**src/rtl/fusion_unit.sv**
```systemverilog
// Bit-Fusion fusion unit: 16 BitBricks form a variable-precision (1/2/4/8-bit) product, registered as psum_fwd.
// Optional macro FUSION_UNIT_PSUM_ACC_EN adds psum_in and accumulates it into the registered result.

module bit_brick (
  input  logic signed [2:0] a,
  input  logic signed [2:0] b,
  output logic signed [5:0] p
);
  assign p = a * b;
endmodule

module fusion_unit (
  input  logic        clk,
  input  logic        rst,
  input  logic [7:0]  in,
  input  logic [7:0]  weight,
  input  logic [3:0]  in_width,
  input  logic [3:0]  weight_width,
  input  logic        s_in,
  input  logic        s_weight,
`ifdef FUSION_UNIT_PSUM_ACC_EN
  input  logic [15:0] psum_in,
`endif
  output logic [15:0] psum_fwd
);

  // Unsupported width codes fall back to full 8-bit precision.
  function automatic logic [3:0] decode_width(input logic [3:0] code);
    case (code)
      4'd1, 4'd2, 4'd4: return code;
      default:          return 4'd8;
    endcase
  endfunction

  function automatic logic [7:0] width_mask(input logic [3:0] w);
    case (w)
      4'd1:    return 8'h01;
      4'd2:    return 8'h03;
      4'd4:    return 8'h0F;
      default: return 8'hFF;
    endcase
  endfunction

  function automatic logic [1:0] top_slice(input logic [3:0] w);
    case (w)
      4'd2:    return 2'd0;
      4'd4:    return 2'd1;
      default: return 2'd3;
    endcase
  endfunction

  logic [3:0]  in_w;
  logic [3:0]  wt_w;
  logic [7:0]  a_op;
  logic [7:0]  w_op;
  logic        a_sgn;
  logic        w_sgn;
  logic [1:0]  a_top;
  logic [1:0]  w_top;
  logic [15:0] product;
  logic [15:0] next_psum;

  logic signed [2:0] a_sl [4];
  logic signed [2:0] w_sl [4];
  logic signed [5:0] pp   [4][4];

  assign in_w  = decode_width(in_width);
  assign wt_w  = decode_width(weight_width);
  assign a_op  = in & width_mask(in_w);
  assign w_op  = weight & width_mask(wt_w);
  assign a_sgn = s_in && (in_w != 4'd1);
  assign w_sgn = s_weight && (wt_w != 4'd1);
  assign a_top = top_slice(in_w);
  assign w_top = top_slice(wt_w);

  // Only the operand's top slice carries a sign bit; masked-off slices are zero.
  for (genvar k = 0; k < 4; k++) begin : g_slice
    assign a_sl[k] = {a_sgn && (a_top == 2'(k)) && a_op[2*k+1], a_op[2*k+1:2*k]};
    assign w_sl[k] = {w_sgn && (w_top == 2'(k)) && w_op[2*k+1], w_op[2*k+1:2*k]};
  end

  for (genvar i = 0; i < 4; i++) begin : g_row
    for (genvar j = 0; j < 4; j++) begin : g_col
      bit_brick u_bb (
        .a(a_sl[i]),
        .b(w_sl[j]),
        .p(pp[i][j])
      );
    end
  end

  // Sign-extend each slice product, weight it by its slice position and sum modulo 2^16.
  always_comb begin
    product = '0;
    for (int i = 0; i < 4; i++) begin
      for (int j = 0; j < 4; j++) begin
        product = product + ({{10{pp[i][j][5]}}, pp[i][j]} << (2 * (i + j)));
      end
    end
  end

`ifdef FUSION_UNIT_PSUM_ACC_EN
  assign next_psum = psum_in + product;
`else
  assign next_psum = product;
`endif

  always_ff @(posedge clk) begin
    if (rst) psum_fwd <= '0;
    else     psum_fwd <= next_psum;
  end

endmodule

```
**config.mk**
```make
export PLATFORM = sky130hd
export DESIGN_NAME = fusion_unit
export DESIGN_NICKNAME = d
export VERILOG_FILES = /design/src/rtl/fusion_unit.sv
export SDC_FILE = /design/constraint.sdc
export NUM_CORES = 1
export LEC_CHECK = 0
export ABC_AREA = 1
export ABC_CLOCK_PERIOD_IN_PS = 10500
export CORE_MARGIN = 1.5
export CORE_UTILIZATION = 45
export CTS_BUF_LIST = sky130_fd_sc_hd__clkbuf_2
export DETAILED_ROUTE_END_ITERATION = 7
export SLEW_MARGIN = 20
export SYNTH_ARGS = -nofsm -noshare
export SYNTH_HDL_FRONTEND = slang
export SYNTH_SLANG_ARGS = --single-unit
```
**constraint.sdc**
```tcl
create_clock -name clk -period 10.5 [get_ports clk]
set_input_delay 1.05 -clock clk [delete_from_list [all_inputs] [get_ports clk]]
set_output_delay 1.05 -clock clk [all_outputs]
set_load 0.05 [all_outputs]
```
==> results of run 1 <==
## Yosys cell counts (2+ instances only)
cell type  number
nand3_2         3
nor2_2          4
inv_2           6
fa_1          167
nand2_2         2
xor2_1         12
nand3b_1        4
nand3_1        16
clkbuf_1        2
nand2_1       150
o21ai_0         8
nor3_2          3
nor3_1          3
ha_1          102
nand2_4         2
nor2_1         90
nor2_4          3
a21oi_1        12
dfxtp_1        16
inv_1         307
clkinv_1        3
conb_1          2
xnor2_1        24
## metal layers
metal / routed length, um / part of all wire (%)
met5: 0 / 0
met4: 211 / 1.3
met3: 653 / 4.0
met2: 7730 / 47
met1: 7880 / 48
## layout make-up
| cell class | instances | area [um^2] |
|---|---|---|
| Sequential cell | 16 | 320 |
| Multi-Input combinational cell | 640 | 6390 |
| Fill cell | 1704 | 8430 |
| Timing Repair Buffer | 50 | 483 |
| Tap cell | 225 | 282 |
| Antenna cell | 1 | 2.50 |
| Inverter | 316 | 1190 |
| Clock buffer | 3 | 15.0 |
| Clock inverter | 1 | 3.75 |
## final timing paths
kind | startpoint | end
max | weight_width[1] | psum_fwd[15]
min | in[0] | psum_fwd[0]
## worst min-delay path, delay by kind of cell
kind | cells | cell delay [ps]
and+or+nand+nor | 1 | 70
buffers and inverters | 2 | 610
## stage by stage
stage / hold WS (ps) / setup slack, ps / area, um^2
after CTS: 1430 / 819 / 8680
after detailed placement: 1810 / 486 / 8660
after global routing: 1460 / 165 / 8680
final: 1450 / 894 / 8680
after global placement: 1800 / 595 / 8660
after floorplan: 1270 / 1770 / 7920
## cells by family after synthesis
family / Yosys count / synth area share [%]
AOI/OAI and AO/OA: 23 / 1.57
xor gates and xnor gates: 36 / 4.03
adders and majority gates: 269 / 59.1
buffers and inverters: 319 / 15.4
DFF: 16 / 4.10
other: 2 / 0.0961
and+or+nand+nor: 283 / 15.7
## power groups by stage
stage          Clock, uW  Sequential, uW  Combinational (uW)
3_3_place_gp           0             104                2460
3_5_place_dp           0             105                2500
6_report            28.5             103                2490
2_1_floorplan          0             179                1870
4_1_cts             30.9             104                2520
5_1_grt             32.2             105                2940
==> flow_summary.toml, run 1 <==
[yosys]
synth_seq_cells = 16
ys.flop_type = "dfxtp_1"
synthesis.area_um2 = 7810
netlist_instances = 948
synth.yosys.seq_area_share_pct = 4.10
yosys.area.top_type = "fa_1"
async_flop_share_pct = 0
ys_types = 30
synthTopCellsByArea = "fa_1 (43%), ha_1 (16%), inv_1 (15%), nand2_1 (7.2%), nor2_1 (4.3%)"
synth_top_cell_area_share_pct = 42.8
synth_edf_count = 0
ys_warn_count = 0
synth_area_per_cell_um2 = 8.24

[place]
placed_cells = 1247
hpwl_um = 15400
port_buffers = 43
routabilityCongestion = 0.913

[clocking]
htree_levels = 1
cts_tree = "built"
hold_buffers = 0
ctsResizeCount = 0
path_clk_slew_ps = 170
root_buffer = "clkbuf_2"
postCtsSetupBuffers = 0
cts_buffers = 3
cts_sinks = 16
cts_max_path_buffers = 2

[min_path]
hold_path.class = "input pin to flop"
hold_depth = 3

[route]
drtIter0Drc = 186
wirelength_um = 16500
antenna_left = 0
post-route-drc-count = 0
vias = 5563
dr.pass1.iters = 4
vias_per_cell = 4.44
wl_per_cell_um = 13.2

[floorplanning]
die_area_um2 = 18200
die_h_um = 135
initial_utilization_pct = 45.7
dieWidth_um = 135
ios = 44
std_cell_rows = 48
core_area_um2 = 17100

[final_layout]
largest_reg_flops = 16
top_register = "psum_fwd"
final_cells = 1252
drive_above_1_share_pct = 3.51
final_common_cell = "inv_1"
final_core_util_pct = 50.7
top_regs = "psum_fwd x16"
fin_nets = 1324
syn2layout_area_growth_pct = 11.1
final_cell_mix = "inv_1 (307), fa_1 (167), nand2_1 (150)"

[setup_path]
worstSetupPathType = "input pin to flop"
path_depth = 32
slowest_stage = "nor3_2"
worstPathArrival_ps = 9810
cp-end-kind = "flop"
cpMostUsedCell = "fa_1"
cp.required_ps = 10700
startpoint_type = "input pin"
worstPathMaxFanout = 12
cpPeakStageDelay_ps = 740
cpLargestDelayFamily = "adder cells"
cp_num_buf_inv = 8

[global_routing]
met2_usage_pct = 32.5
grt_usage_pct = 19.7
top_usage_layer = "met2"
grt_max_degree = 13
antenna_found_initial = 1
grt_pass1_vias = 5671
overflow = 0
grtUsageMet3_pct = 0.863
met1_usage_pct = 29.1
grt_pass1_wl_um = 27700

[power_and_ir_drop]
finalPower_uw = 2620
power.switching_uw = 1520
p_clk_share_pct = 1.1
power.density_nw_per_um2 = 302
power.share.switching_pct = 57.9
p_leak_uw = 0.00500
share_comb_of_total_power_pct = 95.0
intPower_uw = 1100
power_frac_seq_pct = 3.9
peakVddDrop_uv = 391

[sta]
worst_slew_pin_slew_ps = 886
slew_viol_final = 0
fin_crit_ps = 9610
rsz0062_at_grt = "no"
hold_violations = 0
tns_ps = 0
setup_viol = 0
slew_headroom_pct = 40.6
post-route-period-util_pct = 91.5
clock.fmax_ghz = 0.104

[status]
status = "finished, final reports clean"

[run]
max_cap_viol_count = 0
(Power assumes the default switching activity.)
==> run 2: changes to the inputs <==
--- a/config.mk
+++ b/config.mk
@@ -11,6 +11,7 @@
 export CORE_UTILIZATION = 45
 export CTS_BUF_LIST = sky130_fd_sc_hd__clkbuf_2
 export DETAILED_ROUTE_END_ITERATION = 7
+export REMOVE_ABC_BUFFERS = 1
 export SLEW_MARGIN = 20
 export SYNTH_ARGS = -nofsm -noshare
 export SYNTH_HDL_FRONTEND = slang
==> run 2 against run 1 <==
Cell count increased by 0.24%. Utilization increased by 0.18 points. Largest cell class unchanged. First-iteration DRC count increased by 21%. Via count increased by 2.9%. Sequential share of layout area about the same. Die area unchanged. Fmax decreased by 0.68%. Global-route usage increased by 2.5 points. Critical path depth unchanged.
==> flow_summary.toml, run 2 (synthesis gave the netlist of run 1 again) <==
[sta]
fin_ws_ps = 828
slew_headroom_pct = 29.5
worst_slew_pin_slew_ps = 1050
setup_viol = 0
slew_viol_final = 0
hold_violations = 0
tns_ps = 0
rsz0062_at_grt = "no"
fin_crit_ps = 9670
clock.fmax_ghz = 0.103
timing.hold.ws_ps = 1540
post-route-period-util_pct = 92.1

[global_routing]
overflow = 0
grt_max_degree = 13
grt_pass1_wl_um = 30700
grt_usage_pct = 22.2
antenna_found_initial = 0
grt_pass1_vias = 6216

[power_and_ir_drop]
power_frac_seq_pct = 4.0
power.share.switching_pct = 57.3
power.density_nw_per_um2 = 293
peakVddDrop_uv = 344
p_clk_share_pct = 1.0
power.switching_uw = 1460
share_comb_of_total_power_pct = 95.0
intPower_uw = 1090
p_leak_uw = 0.00502

[run]
max_cap_viol_count = 0

[clocking]
cts_tree = "built"
cts_buffers = 3
cts_sinks = 16
path_clk_slew_ps = 130
ctsResizeCount = 0
postCtsSetupBuffers = 0
root_buffer = "clkbuf_2"
htree_levels = 1
cts_max_path_buffers = 2
hold_buffers = 0

[status]
status = "finished, final reports clean"

[route]
wirelength_um = 18000
antenna_left = 0
vias = 5727
wl_per_cell_um = 14.3
wl_met1_um = 7750
routed-wl-met2_um = 8830
post-route-drc-count = 0
dr.pass1.iters = 4
drtIter0Drc = 225
vias_per_cell = 4.56
routed.top_layer = "met4"
route.met3.wl_um = 1220

[setup_path]
worstPathArrival_ps = 9850
worstSetupPathType = "input pin to flop"
cp.required_ps = 10680
cp-end-kind = "flop"
cpPeakStageDelay_ps = 870
slowest_stage = "nor3_2"
cpMostUsedCell = "fa_1"
startpoint_type = "input pin"
worstPathMaxFanout = 12

[final_layout]
syn2layout_area_growth_pct = 11.5
final_common_cell = "inv_1"
antenna_cells = 0
largest_reg_flops = 16
post-route-cell-area_um2 = 8710
fin_nets = 1329
top_regs = "psum_fwd x16"
top_register = "psum_fwd"
final_cell_mix = "inv_1 (307), fa_1 (167), nand2_1 (150)"
drive_above_1_share_pct = 3.98

[floorplanning]
die_area_um2 = 18200
dieWidth_um = 135
std_cell_rows = 48
core_area_um2 = 17100
die_h_um = 135
initial_utilization_pct = 45.7
ios = 44

[place]
placed_cell_area_um2 = 8700
routabilityCongestion = 0.882
dp_slack_ps = 502
hpwl_um = 16500
port_buffers = 43

[min_path]
hold_path.class = "input pin to flop"
==> run 2: path summary, 6_finish.rpt <==
check	from	to	cells after the start
max	weight_width[1]	psum_fwd[15]	32
min	rst	psum_fwd[8]	2
==> run 2: metrics by stage <==
step	total power, uW	utilization (%)	instances
2_1_floorplan	2050	-	972
3_3_place_gp	2510	50.8	1252
3_5_place_dp	2560	50.8	1252
4_1_cts	2610	50.9	1255
5_1_grt	3040	50.9	1255
6_report	2550	50.9	1255
==> run 2: final cells by class <==
type	count	area [um^2]
Clock buffer	3	15.0
Fill cell	1721	8400
Inverter	316	1190
Multi-Input combinational cell	640	6390
Sequential cell	16	320
Tap cell	225	282
Timing Repair Buffer	55	520
==> run 2: power by group through the flow <==
| stage | Clock [uW] | Combinational (uW) | Sequential [uW] |
|---|---|---|---|
| floorplan | 0 | 1870 | 179 |
| global placement | 0 | 2400 | 106 |
| detailed placement | 0 | 2460 | 105 |
| CTS | 26.8 | 2480 | 104 |
| global route | 29.5 | 2910 | 105 |
| finish | 24.5 | 2420 | 103 |
==> run 2: critical path: cells and delay by family <==
family                   cells  cell delay (ps)
adder cells (fa/ha/maj)     11             5000
AO/OA/AOI/OAI                3              380
XOR/XNOR                     2              520
buffers and inverters        8             1080
AND/OR/NAND/NOR              8             1810
==> run 2: routing by layer <==
metal | vias up | global-route usage, %
met5 | - | 0
met4 | 0 | 2.93
met3 | 14 | 2.97
met2 | 120 | 39.6
met1 | 2760 | 29.5
li1 | 2833 | -
